$ cat src/rtl/icache.sv
// Direct-mapped, read-only instruction cache with a single outstanding line fill.
//
// Ports:
//   clk, rst            clock and synchronous active-high reset
//   req_valid, req_addr fetch lookup; req_addr[1:0] ignored
//   rsp_valid, rsp_inst same-cycle hit response
//   miss_stall          fetch must hold its PC (miss in progress)
//   flush               invalidate every line
//   mem_req_*           line-fill request (line-aligned address)
//   mem_rsp_*           fill data, one-cycle pulse, word 0 in bits [31:0]
module icache #(
  parameter int unsigned NUM_LINES = 4,
  parameter int unsigned LINE_BITS = 128
) (
  input  logic                 clk,
  input  logic                 rst,
  input  logic                 req_valid,
  input  logic [31:0]          req_addr,
  output logic                 rsp_valid,
  output logic [31:0]          rsp_inst,
  output logic                 miss_stall,
  input  logic                 flush,
  output logic                 mem_req_valid,
  input  logic                 mem_req_ready,
  output logic [31:0]          mem_req_addr,
  input  logic                 mem_rsp_valid,
  input  logic [LINE_BITS-1:0] mem_rsp_data
);

  localparam int unsigned OffW  = $clog2(LINE_BITS / 8);
  localparam int unsigned IdxW  = $clog2(NUM_LINES);
  localparam int unsigned TagW  = 32 - OffW - IdxW;
  localparam int unsigned Words = LINE_BITS / 32;
  localparam int unsigned WselW = OffW - 2;

  typedef enum logic [1:0] {StIdle, StReq, StWait, StFill} state_e;

  state_e                 state_q;
  logic [NUM_LINES-1:0]   valid_q;
  logic [TagW-1:0]        tag_q  [NUM_LINES];
  logic [LINE_BITS-1:0]   data_q [NUM_LINES];
  logic [31:0]            miss_addr_q;
  logic [LINE_BITS-1:0]   fill_data_q;
  // A flush seen while a fill is in flight: the fill still lands but stays invalid.
  logic                   flush_pend_q;

  logic [IdxW-1:0]        req_idx, fill_idx;
  logic [TagW-1:0]        req_tag, fill_tag;
  logic [WselW-1:0]       req_word;
  logic [LINE_BITS-1:0]   req_line;
  logic                   hit;

  assign req_idx  = req_addr[OffW +: IdxW];
  assign req_tag  = req_addr[31 -: TagW];
  assign req_word = req_addr[2 +: WselW];
  assign fill_idx = miss_addr_q[OffW +: IdxW];
  assign fill_tag = miss_addr_q[31 -: TagW];
  assign req_line = data_q[req_idx];

  // A same-cycle flush forces the lookup to miss.
  assign hit = (state_q == StIdle) && req_valid && !flush && valid_q[req_idx] &&
               (tag_q[req_idx] == req_tag);

  always_comb begin
    rsp_valid  = 1'b0;
    miss_stall = 1'b0;
    rsp_inst   = '0;
    for (int unsigned w = 0; w < Words; w++) begin
      if (req_word == WselW'(w)) rsp_inst = req_line[w*32 +: 32];
    end
    if (state_q != StIdle) begin
      miss_stall = 1'b1;
    end else if (req_valid) begin
      rsp_valid  = hit;
      miss_stall = !hit;
    end
  end

  assign mem_req_valid = (state_q == StReq);
  assign mem_req_addr  = miss_addr_q;

  always_ff @(posedge clk) begin
    if (rst) begin
      state_q      <= StIdle;
      valid_q      <= '0;
      miss_addr_q  <= '0;
      flush_pend_q <= 1'b0;
    end else begin
      unique case (state_q)
        StIdle: begin
          if (req_valid && !hit) begin
            miss_addr_q  <= {req_addr[31:OffW], {OffW{1'b0}}};
            flush_pend_q <= 1'b0;
            state_q      <= StReq;
          end
        end
        StReq: begin
          if (mem_req_ready) state_q <= StWait;
        end
        StWait: begin
          if (mem_rsp_valid) begin
            fill_data_q <= mem_rsp_data;
            state_q     <= StFill;
          end
        end
        StFill: begin
          data_q[fill_idx] <= fill_data_q;
          tag_q[fill_idx]  <= fill_tag;
          if (!flush_pend_q) valid_q[fill_idx] <= 1'b1;
          state_q <= StIdle;
        end
        default: state_q <= StIdle;
      endcase
      // Placed last so a flush overrides any valid bit set above.
      if (flush) begin
        valid_q <= '0;
        if (state_q != StIdle) flush_pend_q <= 1'b1;
      end
    end
  end

endmodule
$ cat config.mk
export PLATFORM = sky130hd
export DESIGN_NAME = icache
export DESIGN_NICKNAME = d
export VERILOG_FILES = /design/src/rtl/icache.sv
export SDC_FILE = /design/constraint.sdc
export NUM_CORES = 1
export LEC_CHECK = 0
export ABC_AREA = 1
export BUFFER_PORTS_ARGS = -buffer_cell sky130_fd_sc_hd__buf_4
export CAP_MARGIN = 25
export CORE_MARGIN = 4
export CORE_UTILIZATION = 59
export DETAILED_ROUTE_END_ITERATION = 7
export GPL_TIMING_DRIVEN = 0
export PLACE_DENSITY_LB_ADDON = 0.08
export REMOVE_ABC_BUFFERS = 1
export SLEW_MARGIN = 0
export SYNTH_ARGS = -nofsm -noshare
export SYNTH_HDL_FRONTEND = slang
export SYNTH_SLANG_ARGS = --single-unit
$ cat constraint.sdc
create_clock -name clk -period 19.6 [get_ports clk]
set_input_delay 5.88 -clock clk [delete_from_list [all_inputs] [get_ports clk]]
set_output_delay 5.88 -clock clk [all_outputs]
set_load 0.005 [all_outputs]
Yosys cells after proc, flatten, opt, wreduce, memory -nomap -nowiden. Memory sizes are Yosys's and may differ from the RTL's. Cells that the tools add are included.

Magnitude comparators: 3. Eq/ne operators: 10. Multiplexer cells: 23. Bitwise logic cells: 3. Reduce and logical (&&, ||, !) cells: 16.

Operator list (count): 32-bit 2-to-1 mux (4); 26-bit equality test (1); 1-bit 2-to-1 mux (13); 2-bit equality test, second input constant (4); 2-bit one-hot mux with 4 select lines (1); 1-bit logical AND (6); 2-bit by 3-bit < comparator with 1-bit output, second input constant (2); 2-bit 2-to-1 mux (3); 3-bit AND reduction (2); 2-bit by 1-bit equality test with 1-bit output, second input constant (2); 2-bit logical NOT (2); 2-bit by 1-bit inequality test with 1-bit output, second input constant (2); 4-bit OR (1); 2-bit AND reduction (2); 1-bit binary-select mux with 2-bit select (1); 1-bit demux with 2-bit select (1); 2-bit by 1-bit >= comparator with 1-bit output, second input constant (1); 1-bit logical NOT (2); 2-bit inequality test, second input constant (1); 1-bit NOT (2); 2-bit nonzero test (1); 2-bit OR reduction (1).

Flip-flop bits (word level): 163. Bits in writable memories: 616. Bits of input ports: 166. Output and inout bits: 67. Word-level logic and storage cells: 62. Memories kept: 2.

Memories: data_q (depth 4, bits a word 128, read ports 1, clocked after memory_dff 0, wr ports 1, line 41) `logic [LINE_BITS-1:0] data_q [NUM_LINES];`; tag_q (depth 4, bits a word 26, read ports 1, clocked after memory_dff 0, wr ports 1, line 40) `logic [TagW-1:0] tag_q [NUM_LINES];`.

Depth between registers and ports, before layout. Gate-level depths: netlist of run 1.

Word-level depth: 11. Mapped depth: 20. Depth with buffers taken out: 17.

Least setup slack after synthesis of run 1. Ideal clock, no wire load.

Kind: input to register. From: input port rst. To: memory data_q[2][0], enable pin. Setup time: 0.857 ns. Data arrival time: 16.437 ns. Data required time: 18.743 ns. Setup slack: 2.306 ns. Cell stages on the path: 3. Buffers on the path: 0. Cells stage by stage: inv_1 nand2_1 nor3_1.

Cells in the longest elaborated chain, start to end: 2.

RTL lines: start: declaration (line 16) `input logic rst,`; 1-bit 2-to-1 mux (line 83) `if (rst) begin`; 1-bit 2-to-1 mux (implied by the code) (line 107) `data_q[fill_idx] <= fill_data_q;`; end: declaration (line 41).

Every way passes these cells.

Final worst setup path of run 1.
From: input port req_addr[4]. To: output port miss_stall.

Cells in the longest elaborated chain, start to end: 7. Elaborated cells on any way between the ends: 9. Classes of those cells: eq/ne: 1; mux: 4; reduce/logical: 3; memory: 1.

RTL lines: start: declaration (line 18) `input logic [31:0] req_addr,`; branches (longest 3 deep; another with memory read 4 x 26 bit); 1-bit logical AND (*) (line 61) `assign hit = (state_q == StIdle) && req_valid && !flush && valid_q[req_idx] &&`; 1-bit logical NOT (*) (line 75) `miss_stall = !hit;`; 1-bit 2-to-1 mux (*) (line 73) `end else if (req_valid) begin`; 1-bit 2-to-1 mux (*) (line 71) `if (state_q != StIdle) begin`; end: declaration (line 21) `output logic miss_stall,`.

Every way passes the cells marked *. The select of a mux whose other input is x is not followed.

==> results by group, run 1 <==
Pwr
  • Combinational share of power: 9.1%
  • Max IR drop VDD: 0.0959 mV
  • Power Internal: 2830 µW
  • Switching portion of total power: 23.1%
  • Switching pwr: 851 µW
  • P_leak: 0.0125 µW
  • PwrDens: 105 nW/µm²
  • Clock group share of total power: 37.6%
  • Reg power frac: 53.3%

Setup path
  • Slowest cell on crit path: buf_16
  • Worst Path Arrival: 8860 ps
  • Data required time of the critical path: 13720 ps
  • Top delay family on crit path: buffers and inverters
  • WS Path Type: input pin to output pin
  • CP endpoint kind: output pin
  • Worst path max stage delay: 550 ps
  • Crit-path most repeated cell: nand2_1
  • CP max FO: 152
  • CP bufs+invs: 5
  • Startpoint types: input pin
  • Critical Path, Cell by Cell: buf_8 -> buf_16 -> inv_12 -> buf_16 -> nand2_1 -> nand3_1 -> nand2_1 -> xor2_1 -> nor2_1 -> nand2_1 -> nor2_1 -> nand2_1 -> nand2_1 -> nand2_1 -> buf_4

Detailed routing
  • Drt pass-1 iters: 5
  • Routed Antenna Nets: 0
  • Vias: 18600
  • Wire per inst: 20.8 µm
  • Vias/cell: 5.79
  • Iteration-0 DRC Markers: 1505
  • Residual DRC count: 0
  • Final wirelength: 66800 µm

Clock network
  • Resize count post-CTS: 0
  • Clock sink total: 779
  • Clock root buffer: clkbuf_16
  • CTS Buf Count: 78
  • Htree depth: 3
  • CTS tree: built
  • Clock transition at path regs: 60 ps
  • Clk_lat worst skew: 620 ps
  • Cts hold-fix bufs: 0
  • Setup bufs post-CTS: 0
  • Clock Path Buffers: 3

Synthesis
  • Post-synth EDFFs: 744
  • Largest family of logic cells by synthesized area: simple AND/OR/NAND/NOR gates
  • Mapped Cells: 2221
  • Avg Inst Size Synth: 13.3 µm²
  • Ys Warns: 0
  • FFs w/ async S/R, synth: 0%
  • Post-synthesis mux area share: 0%
  • Mapped Area: 29600 µm²
  • Synth Area in Compound Gates: 7.23%
  • Top_reg_cell synth: edfxtp_1
  • Post-Synth Adder-Cell Area: 0.211%
  • #FFs+latches synth: 779
  • XOR/XNOR share of the synthesized area: 0.0296%
  • Area share of and/or/nand/nor cells after synthesis: 11.8%
  • Sequential fraction of the synthesis area: 77.8%
  • Synth unique cells: 34

Placed design
  • Dpl cell area: 32800 µm²
  • DP HPWL: 40500 µm
  • GP Congestion: 0.769
  • Cells after DPL: 3074
  • PortBufs: 226

Die
  • Die W: 232 µm
  • Row Count: 81
  • Die height: 232 µm
  • I/O pins: 233
  • CORE AREA: 49300 µm²
  • Die ar.: 53800 µm²
  • Initial core utilization: 60.1%

Timing
  • Clock Skews: 25.8 ps
  • Final setup viols: 0
  • Final Max Tran Viols: 0
  • Worst Tran Pin Value: 1000 ps
  • Hold WS: 477 ps
  • Period utilization: 75.2%
  • Fin. Hold Viols: 0
  • Fmax: 67.9 MHz
  • Minimum clock period: 14740 ps
  • Setup TNS: 0 ps
  • RSZ-0062 raised after global routing: no
  • Max transition margin: 32.9%

Hold path
  • Worst hold path class: register to register

Cells and area
  • Most common cell after layout, fill and taps aside: edfxtp_1
  • Commonest cells after routing, fill and taps aside: 744 x edfxtp_1, 367 x nand2_1, 283 x nor2_1
  • Util after Layout: 71.4%
  • Layout Nets: 2661
  • Proportion of layout cells with a drive suffix above 1: 17.5%
  • Synth-to-layout area growth: 18.7%
  • Post-route insts no fill: 3215
  • Finished Cell Area: 35200 µm²

Global routing
  • GRT overflow: 0
  • Vias in the first global route: 18100
  • Initial antenna violation count: 3
  • Pin count of the biggest net entering global routing: 153
  • Tot GR Track Use: 24.7%
  • First-pass GRT wire length: 103000 µm

Run
  • Number of max-cap violations: 0

Run status
  • Status: completed
-- worst min-delay path: stages (launching register included) --
cell	delay (ps)
dfxtp_1	330
a31oi_1	40
nor2_1	70
-- synthesized netlist by cell type (6+ instances only) --
library cell | instances | area, µm²
o21ai_1 | 16 | 80.1
inv_1 | 64 | 240
a21oi_1 | 21 | 105
o22ai_1 | 107 | 669
buf_6 | 10 | 113
nand4_1 | 36 | 225
buf_4 | 6 | 45.0
nand2_1 | 367 | 1380
dfxtp_1 | 35 | 701
buf_2 | 24 | 120
nand3_1 | 130 | 651
nor2_1 | 286 | 1070
o21ai_0 | 244 | 1220
edfxtp_1 | 744 | 22300
clkbuf_1 | 82 | 308
nor2_2 | 9 | 56.3
-- metrics by stage --
step           power, µW  setup slack, ps
3_3_place_gp        2340            -8350
6_report            3680             4860
5_1_grt             3820             4480
2_1_floorplan       2160             1900
4_1_cts             3710             4810
3_5_place_dp        2330             4830
-- per-layer routing --
layer	part of all wire [%]	vias up	track usage (%)
met3	7.0	115	4.74
met2	48	681	40.1
li1	-	8589	-
met1	42	9215	34.9
met5	0.022	-	0
met4	2.3	4	7.08
-- cell families after synthesis --
kind of cell	after synthesis
buffers and inverters	195
DFF	779
and+or+nand+nor	843
other	1
adders and majority gates	5
xor gates and xnor gates	1
AOI/OAI and AO/OA	397
-- flip-flops by register name, indices dropped and copies added, names as in the netlist --
signal and cells:
tag_q 104, state_q 2, flush_pend_q 1, valid_q 4, data_q 512, fill_data_q 128
mem_req_addr 28
-- final timing paths --
check | start | endpoint | slack [ps] | depth (start not counted)
worst max-delay path | req_addr[4] | miss_stall | 4860 | 15
worst min-delay path | valid_q[3]$_SDFFE_PP0P_ | valid_q[3]$_SDFFE_PP0P_ | 480 | 2
worst min register to register | valid_q[3]$_SDFFE_PP0P_ | valid_q[3]$_SDFFE_PP0P_ | 480 | 2
worst max register to register | state_q[0]$_SDFFE_PP0P_ | mem_req_addr[10]$_SDFFE_PP0P_ | 16450 | 15
-- final cells by class --
type                       count  area [µm²]
clock buffer                 101        2060
clock inverter                38         313
antenna                        2        5.00
fill                        3335       14100
inverter                      67         272
timing repair buffer         314        2880
tap                          664         831
sequential                   779       23000
multi-input combinational   1250        5760
-- power by group through the flow --
stage	registers, µW	clock network, µW	logic (µW)
floorplan	2000	0	153
global placement	2030	0	307
detailed placement	2000	0	334
CTS	1960	1410	336
global route	1970	1480	368
finish	1960	1380	334
No activity file was read; power rests on OpenSTA's default activity.
==> inputs of run 2 (changes only) <==
--- a/config.mk
+++ b/config.mk
@@ -5,7 +5,7 @@
 export SDC_FILE = /design/constraint.sdc
 export NUM_CORES = 1
 export LEC_CHECK = 0
-export ABC_AREA = 1
+export ABC_AREA = 0
 export BUFFER_PORTS_ARGS = -buffer_cell sky130_fd_sc_hd__buf_4
 export CAP_MARGIN = 25
 export CORE_MARGIN = 4
==> constraint.sdc (replaced) <==
create_clock -name clk -period 13.58 [get_ports clk]
set_input_delay 4.074 -clock clk [delete_from_list [all_inputs] [get_ports clk]]
set_output_delay 4.074 -clock clk [all_outputs]
set_load 0.005 [all_outputs]
==> run 2 against run 1 <==
  * Design area shrank 2.6%
  * Global-route usage fell by 3.5 points
  * Highest routed layer unchanged
  * Sequential power increased by 42%
  * Routed wire length is 19% lower
  * Utilization fell by 0.28 points
  * Critical path depth shrank 3
  * Register-to-register slack got worse by 6500 ps
  * Sequential share of layout area rose by 1.8 points
  * First-iteration DRC count fell by 29%
  * Power increased by 39%
==> results by group, run 2 <==
Run status
  • Status: completed (unchanged)

Timing
  • Fmax: 83.0 MHz
  • RSZ-0062 raised after global routing: no (unchanged)
  • Worst Tran Pin Value: 988 ps (was 1000 ps)
  • Clock Skews: 16.8 ps (was 25.8 ps)
  • Max transition margin: 33.9% (was 32.9%)
  • Final Max Tran Viols: 0 (unchanged)
  • Final setup viols: 0 (unchanged)
  • Fin. Hold Viols: 0 (unchanged)
  • Minimum clock period: 12050 ps
  • Period utilization: 88.7%

Pwr
  • P_leak: 0.0113 µW (was 0.0125 µW)
  • Switching pwr: 1050 µW (was 851 µW)
  • Clock group share of total power: 38.6% (was 37.6%)
  • PwrDens: 149 nW/µm² (was 105 nW/µm²)
  • Combinational share of power: 6.9% (was 9.1%)
  • Reg power frac: 54.5% (was 53.3%)
  • Max IR drop VDD: 0.177 mV (was 0.0959 mV)
  • Switching portion of total power: 20.6% (was 23.1%)
  • Power Internal: 4050 µW (was 2830 µW)

Die
  • Initial core utilization: 60.1% (about the same)
  • Die W: 229 µm (was 232 µm)
  • Row Count: 80 (was 81)
  • Die height: 229 µm (was 232 µm)
  • I/O pins: 233 (unchanged)
  • CORE AREA: 48100 µm² (was 49300 µm²)
  • Die ar.: 52700 µm² (was 53800 µm²)

Synthesis
  • Yosys top cell area share: 77.2% (was 75.4%)
  • Top-count cell post-synth: edfxtp_1 (unchanged)
  • Post-synth EDFFs: 744 (unchanged)
  • Avg Inst Size Synth: 23.4 µm² (was 13.3 µm²)
  • Ys Warns: 0 (unchanged)
  • #FFs+latches synth: 779 (unchanged)
  • Top_reg_cell synth: edfxtp_1 (unchanged)
  • Sequential fraction of the synthesis area: 79.6% (was 77.8%)
  • Synth top cells by count: 744 x edfxtp_1, 167 x mux4_2, 35 x dfxtp_1 (was 744 x edfxtp_1, 367 x nand2_1, 286 x nor2_1)
  • FFs w/ async S/R, synth: 0% (unchanged)
  • Mapped Area: 28900 µm² (was 29600 µm²)
  • Synth unique cells: 51 (was 34)
  • Leading area contributor after synthesis: edfxtp_1 (unchanged)
  • Mapped Cells: 1235 (was 2221)
  • Synth top area cells: edfxtp_1 77%, mux4_2 13%, dfxtp_1 2.4% (was edfxtp_1 75%, nand2_1 4.7%, o21ai_0 4.1%)

Detailed routing
  • Wire per inst: 24.3 µm (was 20.8 µm)
  • Routed Antenna Nets: 0 (unchanged)
  • Drt pass-1 iters: 5 (unchanged)
  • Vias/cell: 5.86 (was 5.79)
  • Vias: 13100 (was 18600)
  • Final wirelength: 54300 µm (was 66800 µm)
  • Residual DRC count: 0 (unchanged)
  • Iteration-0 DRC Markers: 1068 (was 1505)

Cells and area
  • Largest Register: data_q (unchanged)
  • Proportion of layout cells with a drive suffix above 1: 36.7% (was 17.5%)
  • Most common cell after layout, fill and taps aside: edfxtp_1 (unchanged)
  • Largest registers: data_q (512), fill_data_q (128), tag_q (104) (unchanged)
  • Number of flip-flops in the largest register: 512 (unchanged)
  • Diodes inserted: 0 (was 2)
  • Util after Layout: 71.1% (was 71.4%)
  • Synth-to-layout area growth: 18.3% (was 18.7%)
  • Commonest cells after routing, fill and taps aside: 744 x edfxtp_1, 224 x buf_4, 167 x mux4_2 (was 744 x edfxtp_1, 367 x nand2_1, 283 x nor2_1)
  • Post-route insts no fill: 2233 (was 3215)
  • Layout Nets: 1689 (was 2661)

Global routing
  • Pin count of the biggest net entering global routing: 88 (was 153)
  • First-pass GRT wire length: 84600 µm (was 103000 µm)
  • GRT overflow: 0 (unchanged)
  • Initial antenna violation count: 1 (was 3)
  • Vias in the first global route: 14100 (was 18100)
  • Tot GR Track Use: 21.2% (was 24.7%)

Setup path
  • WS Path Type: input pin to output pin (unchanged)
  • Data required time of the critical path: 9510 ps (was 13720 ps)
  • Startpoint types: input pin (unchanged)
  • CP endpoint kind: output pin (unchanged)
  • CP max FO: 72 (was 152)
  • Worst Path Arrival: 7980 ps (was 8860 ps)

Clock network
  • CTS tree: built (unchanged)
  • Clock Path Buffers: 3 (unchanged)
  • Setup bufs post-CTS: 0 (unchanged)
  • Htree depth: 3 (unchanged)
  • CTS Buf Count: 76 (was 78)
  • Resize count post-CTS: 0 (unchanged)
  • Clock transition at path regs: 60 ps (about the same)
  • Cts hold-fix bufs: 0 (unchanged)
  • Clock root buffer: clkbuf_16 (unchanged)
  • Clock sink total: 779 (unchanged)
  • Clk_lat worst skew: 600 ps (was 620 ps)

Placed design
  • DP HPWL: 32200 µm (was 40500 µm)
  • PortBufs: 226 (unchanged)
  • GP Congestion: 0.741 (was 0.769)
  • Cells after DPL: 2096 (was 3074)

Hold path
  • Worst hold path class: register to register (unchanged)

Run
  • Number of max-cap violations: 0 (unchanged)
## run 2: cell types whose count changed after synthesis, moves of 17 or more
cell      previous run  this run
o21ai_0            244        22
inv_1               64        11
nand3_1            130         0
nor2_1             286         3
mux4_2               0       167
xnor2_1              0        22
buf_2               24         7
nand4_1             36         4
clkbuf_1            82        26
mux2i_1              0        21
or3b_2               0        25
o22ai_1            107         0
nand2_1            367        11
## run 2: cell families (layout without fill, tap and decap cells)
family | count (synthesis) | after routing | share of synthesized area [%]
flops | 779 | 779 | 79.6
fa+ha+maj | 5 | 5 | 0.216
simple gates | 72 | 72 | 1.72
buf+inv | 74 | 413 | 1.23
xor+xnor | 23 | 23 | 0.696
mux | 201 | 201 | 14.9
other cells | 1 | 4 | 0.0130
compound gates | 80 | 80 | 1.66
## run 2: final timing paths
kind / from / endpoint / slack [ps] / depth (start not counted)
max: req_addr[4] / miss_stall / 1530 / 12
max reg2reg: state_q[0]$_SDFFE_PP0P_ / mem_req_addr[27]$_SDFFE_PP0P_ / 9900 / 10
min: fill_data_q[105]$_DFFE_PP_ / data_q[1][105]$_DFFE_PP_ / 490 / 0
min reg2reg: fill_data_q[105]$_DFFE_PP_ / data_q[1][105]$_DFFE_PP_ / 490 / 0
## run 2: worst max-delay path, cell delays in order
cell and delay [ps]:
buf_8 300, buf_16 480, buf_16 380, mux4_1 620, xnor2_1 160, nand4_1 170
or3_4 390, nor4_4 690, buf_6 240, o21a_1 170, inv_1 80, buf_4 140
## run 2: cell type report
cell class / count / area (µm²)
Clock buffer: 100 / 2100
Clock inverter: 37 / 245
Fill cell: 2889 / 13900
Inverter: 11 / 41.3
Multi-Input combinational cell: 385 / 5590
Sequential cell: 779 / 23000
Tap cell: 656 / 821
Timing Repair Buffer: 265 / 2400
## run 2: routing by layer
layer | wire length, µm | vias up | GRT usage, %
met5 | 20 | - | 0
li1 | - | 5789 | -
met4 | 1320 | 2 | 5.72
met2 | 27400 | 353 | 35.0
met1 | 22900 | 6835 | 29.9
met3 | 2700 | 104 | 3.96
## run 2: through the flow
step | TNS (ps) | setup WS [ps] | area [µm²] | hold slack, ps | total power [µW]
2_1_floorplan | -420870 | -2730 | 28600 | 459 | 3000
3_3_place_gp | -2609980 | -13000 | 31200 | 466 | 3200
3_5_place_dp | 0 | 1350 | 31900 | 481 | 3190
4_1_cts | 0 | 1360 | 34200 | 492 | 5160
5_1_grt | 0 | 1160 | 34200 | 511 | 5300
6_report | 0 | 1530 | 34200 | 491 | 5110
## run 2: power by group through the flow
| stage | Combinational [µW] | Clock [µW] | Sequential [µW] |
|---|---|---|---|
| 6_report | 353 | 1970 | 2780 |
| 3_5_place_dp | 358 | 0 | 2830 |
| 3_3_place_gp | 342 | 0 | 2860 |
| 4_1_cts | 359 | 2020 | 2780 |
| 2_1_floorplan | 167 | 0 | 2830 |
| 5_1_grt | 383 | 2130 | 2790 |
